===== config.mk =====
export PLATFORM = sky130hd
export DESIGN_NAME = bist_response_compactor
export DESIGN_NICKNAME = d
export VERILOG_FILES = /design/src/rtl/bist_pkg.sv /design/src/rtl/bist_misr.sv /design/src/rtl/bist_response_compactor.sv
export SDC_FILE = /design/constraint.sdc
export NUM_CORES = 1
export LEC_CHECK = 0
export ABC_CLOCK_PERIOD_IN_PS = 2280
export BUFFER_PORTS_ARGS = -buffer_cell sky130_fd_sc_hd__buf_2
export CAP_MARGIN = 40
export CORE_MARGIN = 5
export CORE_UTILIZATION = 45
export DETAILED_ROUTE_END_ITERATION = 12
export GPL_ROUTABILITY_DRIVEN = 1
export HOLD_SLACK_MARGIN = 0.1
export PLACE_DENSITY = 0.79
export SETUP_SLACK_MARGIN = 0.5
export SLEW_MARGIN = 20
export SYNTH_ARGS = -nofsm -noshare
export SYNTH_HDL_FRONTEND = slang
export SYNTH_HIERARCHICAL = 1
export SYNTH_SLANG_ARGS = --single-unit

===== constraint.sdc =====
create_clock -name clk -period 2.28 [get_ports clk]
set_input_delay 0 -clock clk [delete_from_list [all_inputs] [get_ports clk]]
set_output_delay 0 -clock clk [all_outputs]
set_load 0.02 [all_outputs]

===== src/rtl/bist_pkg.sv =====
// Shared types and constants for the BIST response compactor.
//   bist_state_e : controller states (idle, compacting, result held)
//   DefaultPoly* : default MISR feedback taps for common register lengths;
//                  bit i set means the shifted-out MSB is XORed into bit i.
package bist_pkg;

  typedef enum logic [1:0] {
    StIdle = 2'd0,
    StRun  = 2'd1,
    StDone = 2'd2
  } bist_state_e;

  localparam logic [3:0]  DefaultPoly4  = 4'h3;
  localparam logic [7:0]  DefaultPoly8  = 8'h1D;
  localparam logic [15:0] DefaultPoly16 = 16'h1021;  // x^16 + x^12 + x^5 + 1

endpackage


===== src/rtl/bist_misr.sv =====
// Multiple-input signature register. Pure datapath with no sequencing of its own.
// Ports:
//   clk, rst_n  : clock and asynchronous active-low reset (clears the register)
//   load        : load load_value (takes priority over step)
//   load_value  : value written on load
//   step        : perform one compaction step with data
//   data        : WIDTH-bit response, XORed into the low bits
//   sig         : current register contents
//   next_sig    : value the register would take on a step this cycle
module bist_misr
  import bist_pkg::*;
#(
  parameter int unsigned           WIDTH     = 2,
  parameter int unsigned           SIG_WIDTH = 16,
  parameter logic [SIG_WIDTH-1:0]  POLY      = DefaultPoly16
) (
  input  logic                 clk,
  input  logic                 rst_n,
  input  logic                 load,
  input  logic [SIG_WIDTH-1:0] load_value,
  input  logic                 step,
  input  logic [WIDTH-1:0]     data,
  output logic [SIG_WIDTH-1:0] sig,
  output logic [SIG_WIDTH-1:0] next_sig
);

  logic [SIG_WIDTH-1:0] sig_q;
  logic [SIG_WIDTH-1:0] data_ext;

  always_comb begin
    data_ext             = '0;
    data_ext[WIDTH-1:0]  = data;
    // Shift left, fold the outgoing MSB back through the taps, then inject the sample.
    next_sig = {sig_q[SIG_WIDTH-2:0], 1'b0}
             ^ (sig_q[SIG_WIDTH-1] ? POLY : '0)
             ^ data_ext;
  end

  always_ff @(posedge clk or negedge rst_n) begin
    if (!rst_n) begin
      sig_q <= '0;
    end else if (load) begin
      sig_q <= load_value;
    end else if (step) begin
      sig_q <= next_sig;
    end
  end

  assign sig = sig_q;

endmodule


===== src/rtl/bist_response_compactor.sv =====
// Output response analyzer for a circuit under test. After start, compacts CYCLES
// valid response samples into a MISR, then compares the result with a golden value.
// Ports:
//   clk, rst_n  : clock and asynchronous active-low reset
//   start       : begin a run (honoured when idle or done)
//   clear       : synchronous abort back to idle, clears signature/done/pass
//   resp_valid  : resp_in holds a valid CUT sample this cycle
//   resp_in     : CUT primary outputs
//   expected    : golden signature, compared on the final sample
//   busy        : a run is in progress
//   done        : run finished, result held
//   pass        : with done, signature matched expected
//   signature   : current MISR contents
module bist_response_compactor
  import bist_pkg::*;
#(
  parameter int unsigned           WIDTH     = 2,
  parameter int unsigned           SIG_WIDTH = 16,
  parameter logic [SIG_WIDTH-1:0]  POLY      = DefaultPoly16,
  parameter logic [SIG_WIDTH-1:0]  SEED      = '0,
  parameter int unsigned           CYCLES    = 256
) (
  input  logic                 clk,
  input  logic                 rst_n,
  input  logic                 start,
  input  logic                 clear,
  input  logic                 resp_valid,
  input  logic [WIDTH-1:0]     resp_in,
  input  logic [SIG_WIDTH-1:0] expected,
  output logic                 busy,
  output logic                 done,
  output logic                 pass,
  output logic [SIG_WIDTH-1:0] signature
);

  localparam int unsigned     CntW    = $clog2(CYCLES + 1);
  localparam logic [CntW-1:0] LastCnt = CntW'(CYCLES - 1);

  bist_state_e          state_q;
  logic [CntW-1:0]      count_q;
  logic                 busy_q, done_q, pass_q;

  logic                 start_ok;
  logic                 misr_load;
  logic                 misr_step;
  logic [SIG_WIDTH-1:0] misr_load_value;
  logic [SIG_WIDTH-1:0] next_sig;

  // MISR sequencing mirrors the FSM below: clear wins, start is ignored mid-run.
  always_comb begin
    start_ok        = start && (state_q != StRun);
    misr_load       = clear || start_ok;
    misr_load_value = clear ? '0 : SEED;
    misr_step       = !clear && (state_q == StRun) && resp_valid;
  end

  bist_misr #(
    .WIDTH     (WIDTH),
    .SIG_WIDTH (SIG_WIDTH),
    .POLY      (POLY)
  ) u_misr (
    .clk        (clk),
    .rst_n      (rst_n),
    .load       (misr_load),
    .load_value (misr_load_value),
    .step       (misr_step),
    .data       (resp_in),
    .sig        (signature),
    .next_sig   (next_sig)
  );

  always_ff @(posedge clk or negedge rst_n) begin
    if (!rst_n) begin
      state_q <= StIdle;
      count_q <= '0;
      busy_q  <= 1'b0;
      done_q  <= 1'b0;
      pass_q  <= 1'b0;
    end else if (clear) begin
      state_q <= StIdle;
      count_q <= '0;
      busy_q  <= 1'b0;
      done_q  <= 1'b0;
      pass_q  <= 1'b0;
    end else begin
      case (state_q)
        StIdle, StDone: begin
          if (start) begin
            state_q <= StRun;
            count_q <= '0;
            busy_q  <= 1'b1;
            done_q  <= 1'b0;
            pass_q  <= 1'b0;
          end
        end
        StRun: begin
          if (resp_valid) begin
            count_q <= count_q + CntW'(1);
            if (count_q == LastCnt) begin
              state_q <= StDone;
              busy_q  <= 1'b0;
              done_q  <= 1'b1;
              // Compare against the value being written this edge, so the
              // verdict appears together with the final signature.
              pass_q  <= (next_sig == expected);
            end
          end
        end
        default: begin
          state_q <= StIdle;
          busy_q  <= 1'b0;
          done_q  <= 1'b0;
          pass_q  <= 1'b0;
        end
      endcase
    end
  end

  assign busy = busy_q;
  assign done = done_q;
  assign pass = pass_q;

endmodule

Word-level counts from Yosys, hierarchy flattened
Cells that the tools add are included.
{ "totals": {"out_inout_bits": 19, "input_bits": 23, "wordCells": 54, "regBits": 30} }
{ "op_classes": {"eq_ne": 8, "n_addsub": 1, "n_reduce_logical": 11, "n_mux": 26, "n_bitwise": 2} }
{ "ops": {"columns": ["cell", "n"], "rows": [
  ["16-bit two-way mux", 2],
  ["9-bit two-way mux", 3],
  ["9-bit case mux with 2 select lines", 1],
  ["16-bit == test", 1],
  ["16-bit XOR", 1],
  ["16-bit by 2-bit XOR with 16-bit output", 1],
  ["13-bit two-way mux", 1],
  ["1-bit two-way mux", 11],
  ["9-bit by 1-bit adder with 9-bit output (second input constant)", 1],
  ["9-bit by 8-bit == test with 1-bit output (second input constant)", 1],
  ["2-bit two-way mux", 4],
  ["3-bit != test (second input constant)", 2],
  ["1-bit case mux with 2 select lines", 3],
  ["3-bit AND reduction", 2],
  ["2-bit case mux with 2 select lines", 1],
  ["1-bit logical AND", 3],
  ["3-bit by 2-bit != test with 1-bit output (second input constant)", 1],
  ["3-bit nonzero test", 1],
  ["2-bit by 1-bit == test with 1-bit output (second input constant)", 1],
  ["2-bit == test (second input constant)", 1],
  ["2-bit zero test", 1],
  ["2-bit by 1-bit != test with 1-bit output (second input constant)", 1],
  ["2-bit nonzero test", 1],
  ["2-bit OR reduction", 1],
  ["other kinds (2)", 2]
]} }

Logic depth before layout (Yosys ltp)
{ "logic_depth": {"ltp_word": 8, "depth_mapped": 8, "depth_no_buf": 7} }

Hierarchy
The synthesis kept the hierarchy.
{ "by_module_without_submodules": {"columns": ["mod", "area_per_inst_um2", "cells_per_inst", "seq_area_each_um2", "instances"], "rows": [
  ["bist_misr", 929.6, 90, 400.4, 1],
  ["bist_response_compactor", 908.4, 92, 350.3, 1]
]} }

Worst setup path before layout
OpenSTA, ideal clock, no wires.
{ "synth_timing": {"kind": "register -> register", "start": "reg count_q[0]", "end": "reg busy_q, in the netlist busy", "path_slack_ns": 0.361, "arrival_time_ns": 1.792, "setup_ns": 0.128, "synth_period_minus_slack_ns": 1.919, "path_stages_with_launch": 8, "n_path_buf": 0, "t_required_ns": 2.152, "path_cell_list": "dfrtp_1 -> ha_1 -> and2_1 -> and3_1 -> ha_1 -> a21o_1 -> a21oi_2 -> mux2_1"} }
{ "synth_between": {"elab_chain_cells": 3} }
{ "synth_lines": {"columns": ["item", "line_no", "text"], "rows": [
  ["start, declared", "bist_response_compactor.sv:40", "logic [CntW-1:0] count_q;"],
  ["start signal, assigned", "bist_response_compactor.sv:98", "count_q <= count_q + CntW'(1);"],
  ["9-bit by 8-bit == test with 1-bit output", "bist_response_compactor.sv:99", "if (count_q == LastCnt) begin"],
  ["3-bit by 2-bit != test with 1-bit output (no source line)", null, null],
  ["3-bit AND reduction (no source line)", null, null],
  ["end signal, assigned", "bist_response_compactor.sv:91", "busy_q <= 1'b1;"],
  ["end signal, assigned", "bist_response_compactor.sv:101", "busy_q <= 1'b0;"],
  ["end signal, assigned", "bist_response_compactor.sv:111", "busy_q <= 1'b0;"],
  ["end, declared", "bist_response_compactor.sv:41", "logic busy_q, done_q, pass_q;"]
]} }
Every way passes these cells.
A chain may end at the register's enable or synchronous reset.

Worst setup path in the final report
Ends and elaborated chain as after synthesis.

==> flow_summary.yaml <==
clocking:
  cts-buffers-inserted: 5
  worstSkewPairLatency_ns: 0.28
  clock_sink_count: 30
  cts_root_buf: "clkbuf_8"
  htree_levels: 2
  cts_buffer_depth: 2
  path_clk_slew_ns: 0.06
  cts_tree: "yes"
floorplanning:
  die_width_um: 73.9
  fp.dieArea_sq_um: 5460
  initial_core_util_pct: 46.3
  rows: 23
  fp.coreArea_sq_um: 3970
  die_height_um: 73.9
  ios: 42
power:
  static-leakage-power_uw: 0.00105
  comb_power_share_pct: 22.5
  share_of_total_power_in_the_clock_network_pct: 32.4
  ir_drop_worst_vdd_v: 0.000484
  report.power.total_uw: 1350
  power.sequential.fraction_pct: 45.1
  internal_power_uw: 943
  net-switching-power_uw: 411
  switching_share_pct: 30.3
  power_density_nw_per_um2: 607
sta:
  grt_setup_unrepaired: "true"
  worst_clock_skew_ns: 0.00438
  hold-worst-slack_ns: 0.114
  final-max-slew-violation-count: 0
  setup_violations: 0
  maxSlewHeadroom_pct: 56.6
  worst-slew-pin-transition_ns: 0.650
  setup_tns_ns: 0
  tcrit_tclk_final_pct: 80.9
  timing.fmax_mhz: 542
  hold_viol: 0
  min_period_ns: 1.85
worst_hold_path:
  hold_start: "start"
  timing.hold.worst.class: "input pin to flop"
place:
  placement.io_buffers: 41
  hpwlAfterDp_um: 2880
  place_congestion: 0.763
  detailed_place.area_sq_um: 2020
routing:
  vias: 1420
  drtAntennaViolNets: 0
  drc: 0
  number_of_violations_reported_at_the_end_of_detailed_routing_iteration_0: 63
  vias_per_cell: 4.93
  detail_route.wl_per_cell_um: 13.8
  firstDrtPassIters: 4
  wl_um: 3980
finish:
  nets: 262
  final_instance_area_sq_um: 2230
  finalCoreUtilization_pct: 56.1
  drive_above_1_share_pct: 30.3
  syn_to_layout_area_delta_pct: 21.3
  diodes: 0
synth:
  synth.lib_cells_used.distinct: 42
  yosys.area.top_type_share_pct: 40.8
  async_reset_ff_share_pct: 100
  ys_dominant_reg_cell: "dfrtp_1"
  yosys_warnings: 6
  postSynthCellCount: 182
  most_repeated_cell_in_the_gate_level_netlist_after_synthesis: "dfrtp_1"
  synth.ff_latch_count: 30
  synth_top_cell_by_area: "dfrtp_1"
  synth_commonest_cells: "dfrtp_1, xnor2_1, nand2_1"
  netlist_area_sq_um: 1840
  sequential_area_share_after_synthesis_pct: 40.8
  count_of_flip_flops_with_a_built_in_enable_after_synthesis: 0
  synth_area_leaders: "dfrtp_1, xnor2_1, mux2i_1"
  syn_avg_cell_area_sq_um: 10.1
global_route:
  grt_max_degree: 31
  grt_ovf: 0
  wire_length_of_the_first_global_routing_pass_um: 6760
  grt_pass1_vias: 1463
  gr-usage-all-layers_pct: 16.5
  number_of_antenna_violations_at_the_first_check_in_global_routing: 0
worst_setup_path:
  setup.worst_path.class: "flop to flop"
  timing.critical_path.to_type: "flop"
  crit_required_ns: 2.45
  cp_data_arrival_time_ns: 2.01
  cp_max_fo: 3
  r2r_start: "count_q[0]"
  startpoint_of_the_worst_setup_timing_path: "count_q[0]"
  start_kind: "flop"
job:
  drv.max_cap_violation_count: 0
outcome:
  outcome: "complete, no violations"
## flip-flops by register name, indices dropped and copies added, names as in the netlist
name and flops:
busy 1, state_q 2, u_misr/sig 16, done 1, pass 1, count_q 9
## per-stage QoR
stage / setup slack, ns / cells
final: 0.434 / 288
after floorplan: 0.473 / 197
after global placement: 0.441 / 268
after detailed placement: 0.377 / 268
after global routing: 0.379 / 288
after CTS: 0.436 / 284
## placed cells by master, fill, tap and decap left out, drive strengths merged, types with 3 or more instances in the layout
| master | instances |
|---|---|
| o211ai | 4 |
| inv | 7 |
| nand2b | 3 |
| nand2 | 18 |
| xnor2 | 20 |
| xor2 | 6 |
| mux2i | 12 |
| clkbuf | 7 |
| o21ai | 14 |
| and3 | 3 |
| o311ai | 4 |
| conb | 16 |
| dfrtp | 30 |
| or3b | 4 |
| nand4 | 4 |
| dlygate4sd3 | 5 |
| nor2 | 9 |
| buf | 49 |
## power groups by stage
stage               Sequential, uW  Combinational (uW)  Clock [uW]
global route                   617                 337         475
finish                         611                 304         439
global placement               619                 282           0
detailed placement             621                 288           0
CTS                            612                 303         450
floorplan                      621                 227           0
## timing repair
action | in CTS | in global routing
setup buffers | 3 | 4
hold endpoints to repair | 34 | 0
hold buffers | 5 | 0
pin swaps | 2 | 4
gates resized for setup | 2 | 2
endpoints found under the setup margin | 17 | 17
## cell type report
type                       instances  area (sq um)
clock buffer                       7          86.3
multi-input combinational        139           981
clock inverter                     1          5.00
timing repair buffer              54           315
fill                             360          1740
tap                               50          62.6
sequential                        30           751
inverter                           7          28.8
## cells by family (layout without fill, tap and decap cells)
family	count (synthesis)	after routing	share of synthesized area, %
AO/OA/AOI/OAI	32	32	13.1
XOR/XNOR	26	26	12.4
adder cells (fa/ha/maj)	2	2	1.36
buffers and inverters	28	69	10.7
flip-flops	30	30	40.8
multiplexers	13	13	7.15
other	1	16	0.204
AND/OR/NAND/NOR	50	50	14.2
## worst max-delay path, stage by stage, from the launching register on
cell and delay [ns]:
dfrtp_1 0.39, ha_2 0.19, and2_4 0.13, and3_4 0.18
ha_4 0.15, a21o_1 0.19, a21oi_2 0.18, mux2_4 0.31
## final timing paths
kind | slack [ns] | cells past startpoint | end
worst max register to register | 0.43 | 7 | busy
worst min register to register | 0.50 | 2 | count_q[8]
worst max-delay path | 0.43 | 7 | busy
min in group asynchronous | 0.28 | 2 | count_q[6]
worst min-delay path | 0.11 | 4 | state_q[1]
max in group asynchronous | 1.57 | 2 | count_q[4]
## layer usage
metal,global-route usage [%],routed length (um)
met5,0,0
met4,6.64,78
met3,5.20,230
met2,27.4,1970
met1,19.9,1700
Note: power is estimated with default switching activity, not from simulation.
